$ cat config.mk
export PLATFORM = sky130hd
export DESIGN_NAME = lpt_centronics_sequencer
export DESIGN_NICKNAME = d
export VERILOG_FILES = /design/src/rtl/lpt_centronics_sequencer.sv
export SDC_FILE = /design/constraint.sdc
export NUM_CORES = 1
export LEC_CHECK = 0
export ABC_AREA = 1
export CAP_MARGIN = 20
export CORE_ASPECT_RATIO = 1.75
export CORE_MARGIN = 2
export CORE_UTILIZATION = 55
export DETAILED_ROUTE_END_ITERATION = 16
export PLACE_DENSITY = 0.75
export SYNTH_ARGS = -nofsm -noshare
export SYNTH_HDL_FRONTEND = slang
export SYNTH_SLANG_ARGS = --single-unit
$ cat constraint.sdc
create_clock -name clk -period 2.8 [get_ports clk]
set_input_delay 0.28 -clock clk [delete_from_list [all_inputs] [get_ports clk]]
set_output_delay 0.28 -clock clk [all_outputs]
set_load 0.005 [all_outputs]
$ cat src/rtl/lpt_centronics_sequencer.sv
// Centronics parallel-port byte sequencer: 4-deep transmit FIFO feeding a
// SETUP/STROBE/HOLD handshake with BUSY/ACK synchronizers and wait timeouts.
module lpt_centronics_sequencer #(
  parameter int unsigned SETUP_CYC   = 4,
  parameter int unsigned STROBE_CYC  = 4,
  parameter int unsigned HOLD_CYC    = 4,
  parameter int unsigned TIMEOUT_CYC = 50000
) (
  input  logic       clk,
  input  logic       reset,
  input  logic       wr_en,
  input  logic [7:0] wr_data,
  input  logic       clr_err,
  input  logic       BUSY,
  input  logic       ACK,
  output logic [7:0] data,
  output logic       STROBE,
  output logic       fifo_full,
  output logic       fifo_empty,
  output logic       seq_busy,
  output logic       timeout_err,
  output logic       ovf_err
);

  localparam int unsigned DW    = 8;
  localparam int unsigned DEPTH = 4;
  localparam int unsigned PW    = 2;
  localparam int unsigned CW    = 3;
  localparam int unsigned PHW   = 8;
  localparam int unsigned TW    = 16;

  localparam logic [PHW-1:0] SETUP_LD  = PHW'(SETUP_CYC - 1);
  localparam logic [PHW-1:0] STROBE_LD = PHW'(STROBE_CYC - 1);
  localparam logic [PHW-1:0] HOLD_LD   = PHW'(HOLD_CYC - 1);
  localparam logic [TW-1:0]  TMO_LAST  = TW'(TIMEOUT_CYC - 1);

  typedef enum logic [2:0] {
    ST_IDLE,
    ST_WAIT_BUSY,
    ST_SETUP,
    ST_STROBE,
    ST_HOLD,
    ST_WAIT_ACK
  } state_t;

  state_t         state, state_nxt;
  logic           busy_m, busy_s;
  logic           ack_m, ack_s, ack_d;
  logic           ack_fall;
  logic [DW-1:0]  mem [DEPTH];
  logic [PW-1:0]  wr_ptr, rd_ptr;
  logic [CW-1:0]  count, count_nxt;
  logic [PHW-1:0] phase_cnt, phase_nxt;
  logic [TW-1:0]  tmo_cnt, tmo_nxt;
  logic           push, pop, tmo_set, ovf_set;

  // BUSY/ACK come straight off the connector; two flops each before use
  always_ff @(posedge clk or negedge reset) begin
    if (!reset) begin
      busy_m <= 1'b0;
      busy_s <= 1'b0;
      ack_m  <= 1'b0;
      ack_s  <= 1'b0;
      ack_d  <= 1'b0;
    end else begin
      busy_m <= BUSY;
      busy_s <= busy_m;
      ack_m  <= ACK;
      ack_s  <= ack_m;
      ack_d  <= ack_s;
    end
  end

  assign ack_fall  = ack_d & ~ack_s;
  assign push      = wr_en && (count != CW'(DEPTH));
  assign ovf_set   = wr_en && (count == CW'(DEPTH));
  assign count_nxt = count + CW'(push) - CW'(pop);

  // Next-state, pop request and phase/timeout counter updates
  always_comb begin
    state_nxt = state;
    pop       = 1'b0;
    phase_nxt = phase_cnt;
    tmo_nxt   = tmo_cnt;
    tmo_set   = 1'b0;
    case (state)
      ST_IDLE: begin
        if (count != '0) begin
          pop       = 1'b1;
          phase_nxt = SETUP_LD;
          tmo_nxt   = '0;
          state_nxt = busy_s ? ST_WAIT_BUSY : ST_SETUP;
        end
      end
      ST_WAIT_BUSY: begin
        tmo_nxt = tmo_cnt + TW'(1);
        if (!busy_s) begin
          state_nxt = ST_SETUP;
        end else if (tmo_cnt == TMO_LAST) begin
          state_nxt = ST_IDLE;
          tmo_set   = 1'b1;
        end
      end
      ST_SETUP: begin
        if (phase_cnt == '0) begin
          state_nxt = ST_STROBE;
          phase_nxt = STROBE_LD;
        end else begin
          phase_nxt = phase_cnt - PHW'(1);
        end
      end
      ST_STROBE: begin
        if (phase_cnt == '0) begin
          state_nxt = ST_HOLD;
          phase_nxt = HOLD_LD;
        end else begin
          phase_nxt = phase_cnt - PHW'(1);
        end
      end
      ST_HOLD: begin
        if (phase_cnt == '0) begin
          state_nxt = ST_WAIT_ACK;
          tmo_nxt   = '0;
        end else begin
          phase_nxt = phase_cnt - PHW'(1);
        end
      end
      ST_WAIT_ACK: begin
        tmo_nxt = tmo_cnt + TW'(1);
        if (ack_fall) begin
          state_nxt = ST_IDLE;
        end else if (tmo_cnt == TMO_LAST) begin
          state_nxt = ST_IDLE;
          tmo_set   = 1'b1;
        end
      end
      default: state_nxt = ST_IDLE;
    endcase
  end

  always_ff @(posedge clk or negedge reset) begin
    if (!reset) begin
      state     <= ST_IDLE;
      phase_cnt <= '0;
      tmo_cnt   <= '0;
    end else begin
      state     <= state_nxt;
      phase_cnt <= phase_nxt;
      tmo_cnt   <= tmo_nxt;
    end
  end

  // FIFO storage needs no reset: pointers and count define what is valid
  always_ff @(posedge clk) begin
    if (push) mem[wr_ptr] <= wr_data;
  end

  always_ff @(posedge clk or negedge reset) begin
    if (!reset) begin
      wr_ptr <= '0;
      rd_ptr <= '0;
      count  <= '0;
    end else begin
      if (push) wr_ptr <= wr_ptr + PW'(1);
      if (pop)  rd_ptr <= rd_ptr + PW'(1);
      count <= count_nxt;
    end
  end

  // Registered outputs track next-state values so they align with the flops
  always_ff @(posedge clk or negedge reset) begin
    if (!reset) begin
      data        <= 8'hFF;
      STROBE      <= 1'b1;
      fifo_full   <= 1'b0;
      fifo_empty  <= 1'b1;
      seq_busy    <= 1'b0;
      timeout_err <= 1'b0;
      ovf_err     <= 1'b0;
    end else begin
      if (pop) data <= mem[rd_ptr];
      STROBE     <= (state_nxt != ST_STROBE);
      fifo_full  <= (count_nxt == CW'(DEPTH));
      fifo_empty <= (count_nxt == '0);
      seq_busy   <= (state_nxt != ST_IDLE) || (count_nxt != '0);
      if (tmo_set)      timeout_err <= 1'b1;
      else if (clr_err) timeout_err <= 1'b0;
      if (ovf_set)      ovf_err <= 1'b1;
      else if (clr_err) ovf_err <= 1'b0;
    end
  end

endmodule

Yosys cells after proc, flatten, opt, wreduce, memory -nomap -nowiden
Memory sizes are Yosys's and may differ from the RTL's. A register that Yosys moved wholly into a read port is not among the register bits.
Index checks and enable logic that the tools add are counted.
Storage, ports and cells
  bits in registers: 45
  RAM bits: 32
  input port bits: 14
  output and inout port bits: 14
  word-level logic and storage cells: 84
  memories kept: 1
Operators by class
  add/sub/neg operators: 6
  eq/ne operators: 13
  mux-type cells: 27
  bitwise logic cells: 2
  reductions and logical operators: 18
Memory list
  mem: words 4, width 8, rd ports 1, clocked after Yosys merged registers in 1, wr ports 1, RTL line 50  | logic [DW-1:0] mem [DEPTH];
Operator list (count)
  $pmux 16 s3: 1
  $mux 16: 2
  $mux 8: 3
  $pmux 8 s3: 1
  $mux 3: 7
  $pmux 3 s6: 1
  $add 16x1->16 const B: 1
  $eq 16x16->1 const B: 1
  $reduce_bool 3->1: 5
  $eq 3x3->1 const B: 4
  $mux 1: 10
  $logic_not 8->1: 1
  $sub 8x1->8 const B: 1
  $eq 3x2->1 const B: 2
  $logic_not 3->1: 2
  $ne 2x2->1 const B: 3
  $reduce_and 3->1: 2
  $add 2x1->2 const B: 2
  $reduce_bool 2->1: 2
  $reduce_or 2->1: 2
  $add 3x1->3: 1
  $eq 3x1->1 const B: 1
  $ne 3x2->1 const B: 1
  $ne 3x3->1 const B: 1
  other kinds (8): 9

Logic depth before layout (Yosys ltp)
  depth after elaboration: 6
  gate-level depth with buffers: 15
  mapped depth without buffers: 14

Least setup slack after synthesis
No wires, ideal clock.
  path type: register to register
  start point: reg count[1]
  end point: reg seq_busy
  library setup time: 0.128 ns
  arrival: 2.280 ns
  required time: 2.672 ns
  path slack: 0.392 ns
  stages on the path, launching flop included: 14
  path buffers: 1
  period minus slack after synthesis: 2.408 ns
  cells stage by stage: dfrtp_1 -> inv_1 -> nand3_1 -> nand4_1 -> inv_2 -> buf_2 -> ha_1 -> inv_1 -> ha_1 -> fa_1 -> nor2_1 -> nand2_1 -> nor2_1 -> nand3_1
On the way
  word-level cells in the longest chain between the ends: 6
  elaborated cells between the ends (all ways): 12
  those cells by class: add/sub: 2; eq/ne: 1; mux: 4; reduce/logical: 5
RTL lines
  start, declared: RTL line 52  | logic [CW-1:0] count, count_nxt;
  start signal, assigned: RTL line 166  | count <= count_nxt;
  $reduce_bool 3->1: RTL line 88  | if (count != '0) begin
  $mux 1: RTL line 88
  $mux 1: RTL line 86  | case (state)
  net pop: RTL line 55  | logic push, pop, tmo_set, ovf_set;
  $sub 3x1->3: RTL line 77  | assign count_nxt = count + CW'(push) - CW'(pop);
  net count_nxt[1]: RTL line 52
  $reduce_bool 3->1: RTL line 185  | seq_busy <= (state_nxt != ST_IDLE) || (count_nxt != '0);
  $logic_or 1x1->1: RTL line 185
  end signal, assigned: RTL line 185
  end, declared: RTL line 20  | output logic seq_busy,
The timed path passes the listed nets, and every way through them passes these cells.
A chain may end at the register's enable or synchronous reset.

Worst setup path after layout
  start point: reg count[1]
  end point: reg seq_busy
On the way
  word-level cells in the longest chain between the ends: 6
  elaborated cells between the ends (all ways): 12
  those cells by class: add/sub: 2; eq/ne: 1; mux: 4; reduce/logical: 5
RTL lines (RTL line)
  $ne 3x3->1 or $reduce_bool 3->1 (tied branches): 75, 88
  $logic_and 1x1->1 or $mux 1 (tied branches): 75, 88
  $add 3x1->3 or $mux 1 (tied branches): 77, 86
  $sub 3x1->3 *: 77
  net count_nxt[1]: 52
  $reduce_bool 3->1 *: 185
  $logic_or 1x1->1 *: 185
The timed path passes the listed nets; every way through them passes the cells marked *.

==> tab_implementation.tex <==
\begin{tabular}{lr}
\hline
Metric & Value \\
\hline
\multicolumn{2}{l}{\textbf{Clocking}} \\
\quad Clock latency on the worst-skew pair & roughly 330 ps \\
\quad Clock tree from TritonCTS & built \\
\quad Post-CTS clock slew at the launch and capture registers of the worst setup and hold paths & 60 ps \\
\quad Root buffer cell & sky130\_fd\_sc\_hd\_\_clkbuf\_16 \\
\quad Number of gates resized after cts & 0 \\
\quad Largest buffer count on any clock path & 2 \\
\quad Depth of the CTS H-tree & 3 \\
\quad Sink count of the clock tree & 85 \\
\quad Inserted Clock Buffers & 9 \\
\multicolumn{2}{l}{\textbf{Critical path}} \\
\quad Number of cells on the worst reg-to-reg path & 12 \\
\quad Class of the most critical setup path & flip-flop to flip-flop \\
\quad Cell-by-cell listing of the critical path & inv\_1 > nand3\_1 > nand4\_1 > inv\_2 > ha\_1 > inv\_1 > ha\_1 > fa\_1 > nor2\_1 > nand2\_1 > nor2\_1 > nand3\_1 \\
\quad Category of the worst setup path capture point & flip-flop \\
\quad CP Launch Type & flip-flop \\
\quad Required time of the critical path & 3010 ps \\
\quad Largest fanout on the critical path & 4 \\
\quad Cell at the slowest stage of the critical path & sky130\_fd\_sc\_hd\_\_fa\_1 \\
\quad Sum of buffers and inverters on the critical path & 3 \\
\quad Critical path launch point & count[1]\$\_DFF\_PN0\_ \\
\quad Capturing instance or port of the critical path & seq\_busy\$\_DFF\_PN0\_ \\
\quad Slack of the worst reg-to-reg path & 370 ps \\
\quad Worst EP arrival & approximately 2600 ps \\
\quad Max stage delay on crit path & 490 ps \\
\quad Start of the worst register-to-register path & count[1]\$\_DFF\_PN0\_ \\
\quad Instance count on the critical path & 12 \\
\quad Top Family by Delay on Critical Path & adder cells \\
\quad Reg-to-reg critical path endpoint & seq\_busy\$\_DFF\_PN0\_ \\
\multicolumn{2}{l}{\textbf{Routing}} \\
\quad Drt pass-1 iters & 5 \\
\quad WL met3 & 259 um \\
\quad Routed via count & 3,087 \\
\quad Routed Wire Length & roughly 8100 um \\
\quad Detail-routed via count per cell & 5.30 \\
\quad Wire length on met2 & between 4000 and 5000 um \\
\quad Antenna viol nets, final & 0 \\
\quad Wire length on met1 & 3040 um \\
\quad Wire length per cell & 13.9 um \\
\quad DRC violations left & 0 \\
\quad First-iteration detailed-routing DRC count & 154 \\
\quad Top routing layer used & met4 \\
\multicolumn{2}{l}{\textbf{Placement}} \\
\quad Post-detailed-placement half-perimeter wirelength & 5900 um \\
\quad Last weighted congestion value of the routability-driven placer & 0.898 \\
\quad \# port buffers & 27 \\
\quad Number of cells in the design after placement & 566 \\
\multicolumn{2}{l}{\textbf{Global routing}} \\
\quad Maximum number of pins on one net before global-route repair & 28 \\
\quad Antenna violations before repair & 0 \\
\quad Wire length of the first global-routing pass & 13,800 um \\
\quad Grt ovf & 0 \\
\quad Number of global-route vias before repair & between 3,000 and 4,000 \\
\quad Global-route usage over all layers & 0.214 \\
\multicolumn{2}{l}{\textbf{Final layout}} \\
\quad Ant diodes & 0 \\
\quad Synth-to-layout area growth & 16.4\% \\
\quad NumNets Final & approximately 520 \\
\quad Multi-input combinational cell area & roughly 1600 sq um \\
\quad Reg area & 2300 sq um \\
\quad Number of cells in the finished layout apart from fillers & approximately 600 \\
\quad Core utilization of the finished layout & 0.665 \\
\quad Fillers & 590 \\
\quad Fraction of layout instances using a drive strength above 1 & 0.121 \\
\multicolumn{2}{l}{\textbf{Yosys}} \\
\quad Proportion of register bits with asynchronous set or reset after synthesis & 0.624 \\
\quad Mean post-synth cell area & 9.08 sq um \\
\quad Syn Nets & 479 \\
\quad Area of the mapped netlist & 4130 sq um \\
\quad Number of register bits inferred by synthesis & 85 \\
\quad Share of the synthesized area in the top cell type & 0.260 \\
\quad Cell with the most instances after synthesis & sky130\_fd\_sc\_hd\_\_nand2\_1 \\
\quad Largest area contributor in the synthesized netlist & sky130\_fd\_sc\_hd\_\_dfrtp\_1 \\
\quad Warning count from the yosys run & 0 \\
\quad Main area contributors after synthesis & sky130\_fd\_sc\_hd\_\_dfrtp\_1 26\%, sky130\_fd\_sc\_hd\_\_edfxtp\_1 23\%, sky130\_fd\_sc\_hd\_\_nand2\_1 8.5\% \\
\quad Number of enable flip-flop cells after synthesis & 32 \\
\quad Synth unique cells & 31 \\
\quad Primary FF master, synth & sky130\_fd\_sc\_hd\_\_dfrtp\_1 \\
\quad Proportion of synthesized chip area in sequential cells & 0.556 \\
\quad Commonest cells in the netlist & 94 x sky130\_fd\_sc\_hd\_\_nand2\_1, 79 x sky130\_fd\_sc\_hd\_\_nor2\_1, 49 x sky130\_fd\_sc\_hd\_\_inv\_1 \\
\quad Gate count after technology mapping & 455 \\
\multicolumn{2}{l}{\textbf{Floorplan}} \\
\quad Die Width & slightly below 70 um \\
\quad Number of core rows & 41 \\
\quad Effective utilization at floorplan & 0.571 \\
\quad Area of the core region & 7230 sq um \\
\quad Count of pins on the block boundary & 28 \\
\quad Die Footprint & 8250 sq um \\
\quad Die Span Y & 119 um \\
\multicolumn{2}{l}{\textbf{Status}} \\
\quad Run status & finished, final reports clean \\
\multicolumn{2}{l}{\textbf{STA}} \\
\quad Final Cycle Share & 0.867 \\
\quad Setup Skew & approximately 3.4 ps \\
\quad \# setup viols final & 0 \\
\quad Setup repair after global routing missed its margin & no \\
\quad Total negative slack for setup checks & 0 ps \\
\quad Final worst path period need & 2430 ps \\
\quad Slew at the pin closest to its max-slew limit & 808 ps \\
\quad Final hold violation count & 0 \\
\quad Achievable Freq & between 400 and 500 MHz \\
\quad Slew HR & 0.459 \\
\quad Number of max-slew violations in the final report & 0 \\
\multicolumn{2}{l}{\textbf{Pwr}} \\
\quad VDD IR max & 0.658 mV \\
\quad Leakage power summed over all cells & 0.00217 uW \\
\quad Power density of the placed cells & 975 nW/um\^{}2 \\
\multicolumn{2}{l}{\textbf{Flow run}} \\
\quad Number of violations of the max-capacitance limit & 0 \\
\multicolumn{2}{l}{\textbf{Min path}} \\
\quad Class of the tightest hold or removal check & flip-flop to flip-flop \\
\hline
\end{tabular}
==> layer usage <==
| metal | vias up | global-route usage |
|---|---|---|
| met5 | - | 0 |
| met4 | 0 | 0.100 |
| met3 | 20 | 0.0392 |
| met2 | 64 | 0.394 |
| met1 | 1455 | 0.233 |
| li1 | 1548 | - |
==> power breakdown <==
part	internal, uW	total (uW)	switching (uW)	leakage [uW]
clock	684	1150	466	0.000138
sequential	1670	1900	229	0.000948
combinational	630	1640	1010	0.00109
==> kinds of logic after synthesis <==
kind of cell | Yosys count | share of synthesized area
adders and majority gates | 10 | 0.0321
and+or+nand+nor | 239 | 0.258
AOI/OAI and AO/OA | 48 | 0.0678
buffers and inverters | 61 | 0.0602
DFF | 85 | 0.556
xor gates and xnor gates | 12 | 0.0254
==> stage by stage <==
| stage | hold WS (ps) | total power (uW) | setup WS, ps | area (sq um) |
|---|---|---|---|---|
| 2_1_floorplan | -15.6 | 3040 | 392 | 4130 |
| 3_3_place_gp | 334 | 3490 | 417 | 4510 |
| 3_5_place_dp | 335 | 3550 | 340 | 4510 |
| 4_1_cts | 348 | 4730 | 329 | 4810 |
| 5_1_grt | 355 | 5040 | 148 | 4810 |
| 6_report | 347 | 4690 | 373 | 4810 |
==> cell type report <==
class | count | share of cell area
timing repair buffer | 33 | 0.0676
sequential | 85 | 0.478
clock inverter | 7 | 0.0138
multi-input combinational | 309 | 0.329
tap | 86 | 0.0224
clock buffer | 9 | 0.0468
inverter | 54 | 0.0421
==> how the worst min path moves through the flow <==
stage / cells past startpoint / from / end / slack (ps)
floorplan: 0 / reset / ack_d$_DFF_PN0_ / -20
CTS: 0 / ack_m$_DFF_PN0_ / ack_s$_DFF_PN0_ / 350
finish: 0 / ack_m$_DFF_PN0_ / ack_s$_DFF_PN0_ / 350
detailed placement: 0 / ack_m$_DFF_PN0_ / ack_s$_DFF_PN0_ / 330
global route: 0 / busy_m$_DFF_PN0_ / busy_s$_DFF_PN0_ / 360
global placement: 0 / busy_m$_DFF_PN0_ / busy_s$_DFF_PN0_ / 330
==> cell usage in the layout, fill, tap and decap left out, types with 2 or more instances in the layout <==
cell	Yosys	layout
sky130_fd_sc_hd__a21oi_1	3	3
sky130_fd_sc_hd__a31oi_1	8	8
sky130_fd_sc_hd__buf_4	0	4
sky130_fd_sc_hd__clkbuf_16	0	9
sky130_fd_sc_hd__clkdlybuf4s50_1	0	26
sky130_fd_sc_hd__clkinv_1	0	3
sky130_fd_sc_hd__clkinv_4	0	2
sky130_fd_sc_hd__dfrtp_1	43	43
sky130_fd_sc_hd__dfstp_2	10	10
sky130_fd_sc_hd__edfxtp_1	32	32
sky130_fd_sc_hd__ha_1	9	9
sky130_fd_sc_hd__inv_1	49	49
sky130_fd_sc_hd__inv_2	5	5
sky130_fd_sc_hd__nand2_1	94	94
sky130_fd_sc_hd__nand2_2	11	11
sky130_fd_sc_hd__nand2_4	3	3
sky130_fd_sc_hd__nand3_1	24	24
sky130_fd_sc_hd__nand3_2	2	2
sky130_fd_sc_hd__nand4_1	13	13
sky130_fd_sc_hd__nor2_1	79	79
sky130_fd_sc_hd__nor2_2	3	3
sky130_fd_sc_hd__nor2_4	2	2
sky130_fd_sc_hd__nor3_1	7	7
sky130_fd_sc_hd__o21ai_0	27	27
sky130_fd_sc_hd__o21ai_1	3	3
sky130_fd_sc_hd__o21ai_2	2	2
sky130_fd_sc_hd__o21bai_1	2	2
sky130_fd_sc_hd__xor2_1	12	12
==> flip-flops by register name, indices dropped and copies added (netlist names), 2 cells and up <==
signal     cells
count          3
mem           32
rd_ptr         2
data           8
tmo_cnt       16
state          3
phase_cnt      8
wr_ptr         2
==> timing repair <==
item,CTS,global route
hold buffers,1,0
hold endpoints to repair,22,0
setup buffers,0,0
(Power assumes the default switching activity.)
